File: src/rtl/fpu_mul_pkg.sv
// Shared FP multiplier types: significand widths, sequencer states, sideband and rounding-mode codes.
// Pure declarations, no latency, no flow control.
package fpu_mul_pkg;

    localparam int FRAC_W = 23;
    localparam int SIG_W  = 24;
    localparam int PROD_W = 48;
    localparam int CNT_W  = 5;

    typedef enum logic [1:0] {
        IDLE = 2'd0,
        BUSY = 2'd1,
        DONE = 2'd2
    } state_t;

    // Encoding agreed with the rounding stage
    localparam logic [1:0] RM_RNE = 2'b00;
    localparam logic [1:0] RM_RTZ = 2'b01;
    localparam logic [1:0] RM_RUP = 2'b10;
    localparam logic [1:0] RM_RDN = 2'b11;

    typedef struct packed {
        logic       sz;
        logic [1:0] r_mode;
    } side_t;

endpackage

File: src/rtl/seq_mult_pp_gen.sv
// Partial product A * B[BPC-1:0], combinational, no backpressure.
// Output is SIG_W+BPC wide so the product of one BPC-bit slice never overflows.
module seq_mult_pp_gen
    import fpu_mul_pkg::*;
#(
    parameter int BPC = 1
) (
    input  logic [SIG_W-1:0]     a,
    input  logic [BPC-1:0]       b_bits,
    output logic [SIG_W+BPC-1:0] pp
);

    assign pp = {{BPC{1'b0}}, a} * {{SIG_W{1'b0}}, b_bits};

endmodule

File: src/rtl/seq_significand_mult.sv
// Iterative 24x24 significand multiplier, BPC bits per cycle; out_valid ITER edges after accept, holds in DONE until out_ready.
// in_ready only in IDLE. Option SEQ_MULT_EARLY_ZERO_EN: zero operand skips straight to DONE at the accept edge.
module seq_significand_mult
    import fpu_mul_pkg::*;
#(
    parameter int BPC = 1
) (
    input  logic              clk,
    input  logic              rst,
    input  logic              in_valid,
    output logic              in_ready,
    input  logic [FRAC_W-1:0] Mx,
    input  logic [FRAC_W-1:0] My,
    input  logic              zero_Ex,
    input  logic              zero_Ey,
    input  logic              Sz,
    input  logic [1:0]        R_mode,
    output logic              out_valid,
    input  logic              out_ready,
    output logic [PROD_W-1:0] P,
    output logic              out_Sz,
    output logic [1:0]        out_R_mode
);

    localparam int              ITER   = SIG_W / BPC;
    localparam logic [CNT_W-1:0] ITER_C = CNT_W'(ITER);

    state_t                 state;
    logic [SIG_W-1:0]       a_q;
    logic [SIG_W-1:0]       acc_hi;
    logic [SIG_W-1:0]       b_lo;
    logic [CNT_W-1:0]       cnt;
    side_t                  side_q;
    logic [SIG_W-1:0]       a_in;
    logic [SIG_W-1:0]       b_in;
    logic [SIG_W+BPC-1:0]   pp;
    logic [SIG_W+BPC-1:0]   sum;

    assign a_in = {~zero_Ex, Mx};
    assign b_in = {~zero_Ey, My};

    seq_mult_pp_gen #(.BPC(BPC)) u_pp_gen (
        .a      (a_q),
        .b_bits (b_lo[BPC-1:0]),
        .pp     (pp)
    );

    // Wide sum keeps the step carry; b_lo doubles as the low product half as multiplier bits retire.
    assign sum = {{BPC{1'b0}}, acc_hi} + pp;

    assign in_ready   = (state == IDLE) && !rst;
    assign out_Sz     = side_q.sz;
    assign out_R_mode = side_q.r_mode;

    always_ff @(posedge clk) begin
        if (rst) begin
            state     <= IDLE;
            a_q       <= '0;
            acc_hi    <= '0;
            b_lo      <= '0;
            cnt       <= '0;
            side_q    <= '0;
            P         <= '0;
            out_valid <= 1'b0;
        end else begin
            case (state)
                IDLE: begin
                    if (in_valid) begin
                        a_q    <= a_in;
                        b_lo   <= b_in;
                        acc_hi <= '0;
                        cnt    <= ITER_C;
                        side_q <= '{sz: Sz, r_mode: R_mode};
`ifdef SEQ_MULT_EARLY_ZERO_EN
                        if (a_in == '0 || b_in == '0) begin
                            P         <= '0;
                            out_valid <= 1'b1;
                            state     <= DONE;
                        end else begin
                            state <= BUSY;
                        end
`else
                        state <= BUSY;
`endif
                    end
                end
                BUSY: begin
                    acc_hi <= sum[SIG_W+BPC-1:BPC];
                    b_lo   <= {sum[BPC-1:0], b_lo[SIG_W-1:BPC]};
                    cnt    <= cnt - 1'b1;
                    if (cnt == CNT_W'(1)) begin
                        P         <= {sum, b_lo[SIG_W-1:BPC]};
                        out_valid <= 1'b1;
                        state     <= DONE;
                    end
                end
                DONE: begin
                    if (out_ready) begin
                        out_valid <= 1'b0;
                        state     <= IDLE;
                    end
                end
                default: begin
                    out_valid <= 1'b0;
                    state     <= IDLE;
                end
            endcase
        end
    end

endmodule
File: config.mk
export PLATFORM = sky130hd
export DESIGN_NAME = seq_significand_mult
export DESIGN_NICKNAME = d
export VERILOG_FILES = /design/src/rtl/fpu_mul_pkg.sv /design/src/rtl/seq_mult_pp_gen.sv /design/src/rtl/seq_significand_mult.sv
export SDC_FILE = /design/constraint.sdc
export NUM_CORES = 1
export LEC_CHECK = 0
export ABC_AREA = 0
export BUFFER_PORTS_ARGS = -buffer_cell sky130_fd_sc_hd__clkbuf_2
export CAP_MARGIN = 20
export CELL_PAD_IN_SITES_DETAIL_PLACEMENT = 1
export CELL_PAD_IN_SITES_GLOBAL_PLACEMENT = 1
export CORE_MARGIN = 1.5
export CORE_UTILIZATION = 45
export CTS_CLUSTER_SIZE = 8
export DETAILED_ROUTE_END_ITERATION = 8
export GPL_ROUTABILITY_DRIVEN = 0
export HOLD_SLACK_MARGIN = 0.1
export PLACE_DENSITY = 0.95
export SKIP_LAST_GASP = 1
export SLEW_MARGIN = 30
export SYNTH_ARGS = -nofsm -noshare
export SYNTH_HDL_FRONTEND = slang
export SYNTH_SLANG_ARGS = --single-unit
File: constraint.sdc
create_clock -name clk -period 4.2 [get_ports clk]
set_input_delay 0.21 -clock clk [delete_from_list [all_inputs] [get_ports clk]]
set_output_delay 0.21 -clock clk [all_outputs]
set_load 0.05 [all_outputs]
==> metrics.md <==
| Metric | Value |
|---|---|
| Syn Area/Cell | 7.97 um2 |
| Setup Fix Bufs, Post-CTS | 0 |
| DR iter-0 viols | 598 |
| Clk sinks | 131 |
| Status | finished, final reports clean |
| Post-Route WL | 24.5 mm |
| Worst hold start | My[6] |
| Total core area | 13900 um2 |
| Reg-to-Reg Start | b_lo[0] |
| Leak pwr | 3.24 nW |
| Reg2Reg Depth | 9 |
| Worst slew margin | 42.1% |
| Die width | 122 um |
| CTS Buf Count | 17 |
| Period utilization | 84.7% |
| WHS Path Cells | 3 |
| Tmin final | 3560 ps |
| Int Pwr | 2.23 mW |
| CTS clk-pin slew, worst paths | 70 ps |
| Sw Ratio | 29.0% |
| DRT Pass-1 Iters | 6 |
| CP max FO | 25 |
| Vias in the first global route | 7176 |
| ANT nets after route | 0 |
| DR vias | 6956 |
| EDFF count, synth | 0 |
| Crit. End Element | flip-flop |
| Seq pwr share | 42.4% |
| Final Util | 57.7% |
| FP Rows | 43 |
| Seq cells post-synth | 131 |
| Asr flop ratio synth | 0% |
| Kind of critical path | flip-flop to flip-flop |
| Antenna violations before repair | 0 |
| Cell area after synthesis | 6390 um2 |
| Slew @ Worst Pin | 868 ps |
| R2R Path End | acc_hi[19] |
| Max-cap viol count | 0 |
| F_max | 281 MHz |
| Switch Pwr | 0.914 mW |
| Dpl hpwl | 13.6 mm |
| Setup TNS Final | 0 ps |
| Clock latency on the worst-skew pair | 450 ps |
| Worst path slowest cell | dfxtp_1 |
| Hold_buf cts | 48 |
| Final Skew | 13.6 ps |
| Final number of hold-violating endpoints | 0 |
| Filler instances | 1684 |
| Library cells used by synthesis | 66 |
| Slew Viols, Final | 0 |
| Initial core utilization | 46.0% |
| Cells resized by post-CTS repair | 0 |
| Port bufs | 107 |
| Drt wl/cell | 21.9 um |
| Maximum VDD drop | 0.319 mV |
| Top_reg_cell synth | dfxtp_1 |
| GRT Util Overall | 33.8% |
| GRT overflow | 0 |
| Share of power burned in the clock network | 47.4% |
| Warning count from the yosys run | 0 |
| CTS Root Cell | clkbuf_16 |
| Largest net degree at the start of global routing | 64 |
| Syn Nets | 884 |
| Die height | 122 um |
| ANT cells | 0 |
| Worst Path Required | 4530 ps |
| Critical Path Source Type | flip-flop |
| Comb power frac | 10.2% |
| Worst EP arrival | 3890 ps |
| DRC Markers | 0 |
| First-pass GRT wire length | 38.7 mm |
| Post-synthesis cell count | 802 |
| Clk buf depth | 2 |
| Setup Viol. Count Final | 0 |
| Final nets | 1007 |
| CTS H-tree depth | 4 |
| Area Growth Syn to Fin | 25.2% |
| RSZ-0062 raised after global routing | no |
| Pwr/cell area | 393 nW/um2 |
| CTS tree | built |
| Critical path cell sequence | and2_1, ha_1, fa_1, a21o_2, a311o_1, a2111oi_2, o31ai_1, xnor2_1, o21ai_1 |
| DR vias/cell | 6.22 |
| Reg2reg setup slack | 640 ps |
| Die area | 14900 um2 |
| WHS Endpoint | b_lo[6] |
| HP Class | input port to flip-flop |
| Boundary Pins | 108 |
| Share of layout cells above drive strength 1 | 17.3% |
| Sequential area share after synthesis | 41.0% |
| Max stage delay on crit path | 600 ps |
## synth_stat cells, types with 4 or more instances
| master | number | area, um2 |
|---|---|---|
| a211oi_1 | 11 | 82.6 |
| a21o_1 | 10 | 75.1 |
| a21oi_1 | 121 | 606 |
| a22o_1 | 6 | 52.6 |
| a22oi_1 | 23 | 173 |
| a31oi_1 | 6 | 37.5 |
| a32o_1 | 7 | 70.1 |
| and2_1 | 26 | 163 |
| buf_1 | 5 | 18.8 |
| buf_6 | 4 | 45.0 |
| clkbuf_1 | 42 | 158 |
| clkbuf_8 | 4 | 55.1 |
| dfxtp_1 | 131 | 2620 |
| ha_1 | 26 | 325 |
| inv_1 | 10 | 37.5 |
| nand2_1 | 176 | 661 |
| nand3_1 | 30 | 150 |
| nand4_1 | 6 | 37.5 |
| nor2_1 | 30 | 113 |
| nor2b_1 | 6 | 37.5 |
| nor3_1 | 15 | 75.1 |
| nor4_1 | 4 | 25.0 |
| o21ai_0 | 24 | 120 |
| o21ai_1 | 5 | 25.0 |
| or3_1 | 10 | 62.6 |
| xnor2_1 | 6 | 52.6 |
## registers in the layout, indices dropped and copies added (netlist names)
signal / count
P: 48
a_q: 24
acc_hi: 24
b_lo: 24
cnt: 5
out_R_mode: 2
out_Sz: 1
out_valid: 1
state: 2
## worst max path at each step
stage,from,endpoint,depth (start not counted)
after floorplan,b_lo[0],acc_hi[15],9
after global placement,b_lo[0],acc_hi[15],9
after detailed placement,b_lo[0],acc_hi[7],9
after CTS,b_lo[0],acc_hi[7],9
after global routing,b_lo[0],acc_hi[21],8
final,b_lo[0],acc_hi[19],9
## layer usage
| metal | up-vias | track usage, % | wire (um) |
|---|---|---|---|
| li1 | 3097 | - | - |
| met1 | 3384 | 39.2 | 9590 |
| met2 | 359 | 56.7 | 11900 |
| met3 | 116 | 8.10 | 1760 |
| met4 | 0 | 19.6 | 1290 |
| met5 | - | 0 | 0 |
## area by class of cell
cell class	instances	area, um2	area share (%)
clock inverter	14	146	1.83
timing repair buffer	161	1060	13.3
inverter	10	37.5	0.469
multi-input combinational	604	3480	43.5
clock buffer	18	429	5.36
tap	180	225	2.81
sequential	131	2620	32.8
## critical path: cells and delay by family, from the launching register on
family	cells	cell delay (ps)
DFF	1	600
AOI/OAI and AO/OA	5	1590
adders and majority gates	2	670
xor gates and xnor gates	1	250
and+or+nand+nor	1	340
## logic make-up (layout without fill, tap and decap cells)
logic type	Yosys count	in the layout	synth area share [%]
AND/OR/NAND/NOR	320	320	22.7
AO/OA/AOI/OAI	247	247	24.4
flip-flops	131	131	41.0
buffers and inverters	67	203	5.07
adder cells (fa/ha/maj)	27	27	5.40
XOR/XNOR	9	9	1.23
multiplexers	1	1	0.157
## power groups by stage
stage               logic (mW)  clock network, mW  registers, mW
floorplan                0.168                  0           1.35
global placement         0.251                  0           1.35
detailed placement       0.263                  0           1.36
CTS                      0.305               1.47           1.33
global route             0.343               1.54           1.34
finish                   0.321               1.49           1.33
## cell usage in the layout (no fill, tap or decap), types with 6 or more instances in the layout
cell type / netlist / final
nor3_1: 15 / 14
a22oi_1: 23 / 23
a31oi_1: 6 / 6
clkbuf_16: 0 / 17
inv_1: 10 / 10
nor2_1: 30 / 28
ha_1: 26 / 26
a211oi_1: 11 / 11
and2_1: 26 / 25
a22o_1: 6 / 6
nand3_1: 30 / 30
dlygate4sd3_1: 0 / 48
or3_1: 10 / 10
o21ai_0: 24 / 24
clkbuf_2: 0 / 106
nand2_1: 176 / 176
buf_4: 0 / 7
nand4_1: 6 / 6
a21oi_1: 121 / 121
dfxtp_1: 131 / 131
a32o_1: 7 / 7
xnor2_1: 6 / 6
a21o_1: 10 / 10
## through the flow
step / worst slack [ps] / hold slack, ps / instances / cell area (um2) / total power [mW]
2_1_floorplan: 1540 / 306 / 802 / 6390 / 1.52
3_3_place_gp: 1060 / 393 / 1038 / 6930 / 1.60
3_5_place_dp: 821 / 406 / 1038 / 6940 / 1.62
4_1_cts: 802 / 108 / 1118 / 8000 / 3.10
5_1_grt: 550 / 110 / 1118 / 8000 / 3.22
6_report: 641 / 113 / 1118 / 8000 / 3.15
Note: power is estimated with default switching activity, not from simulation.
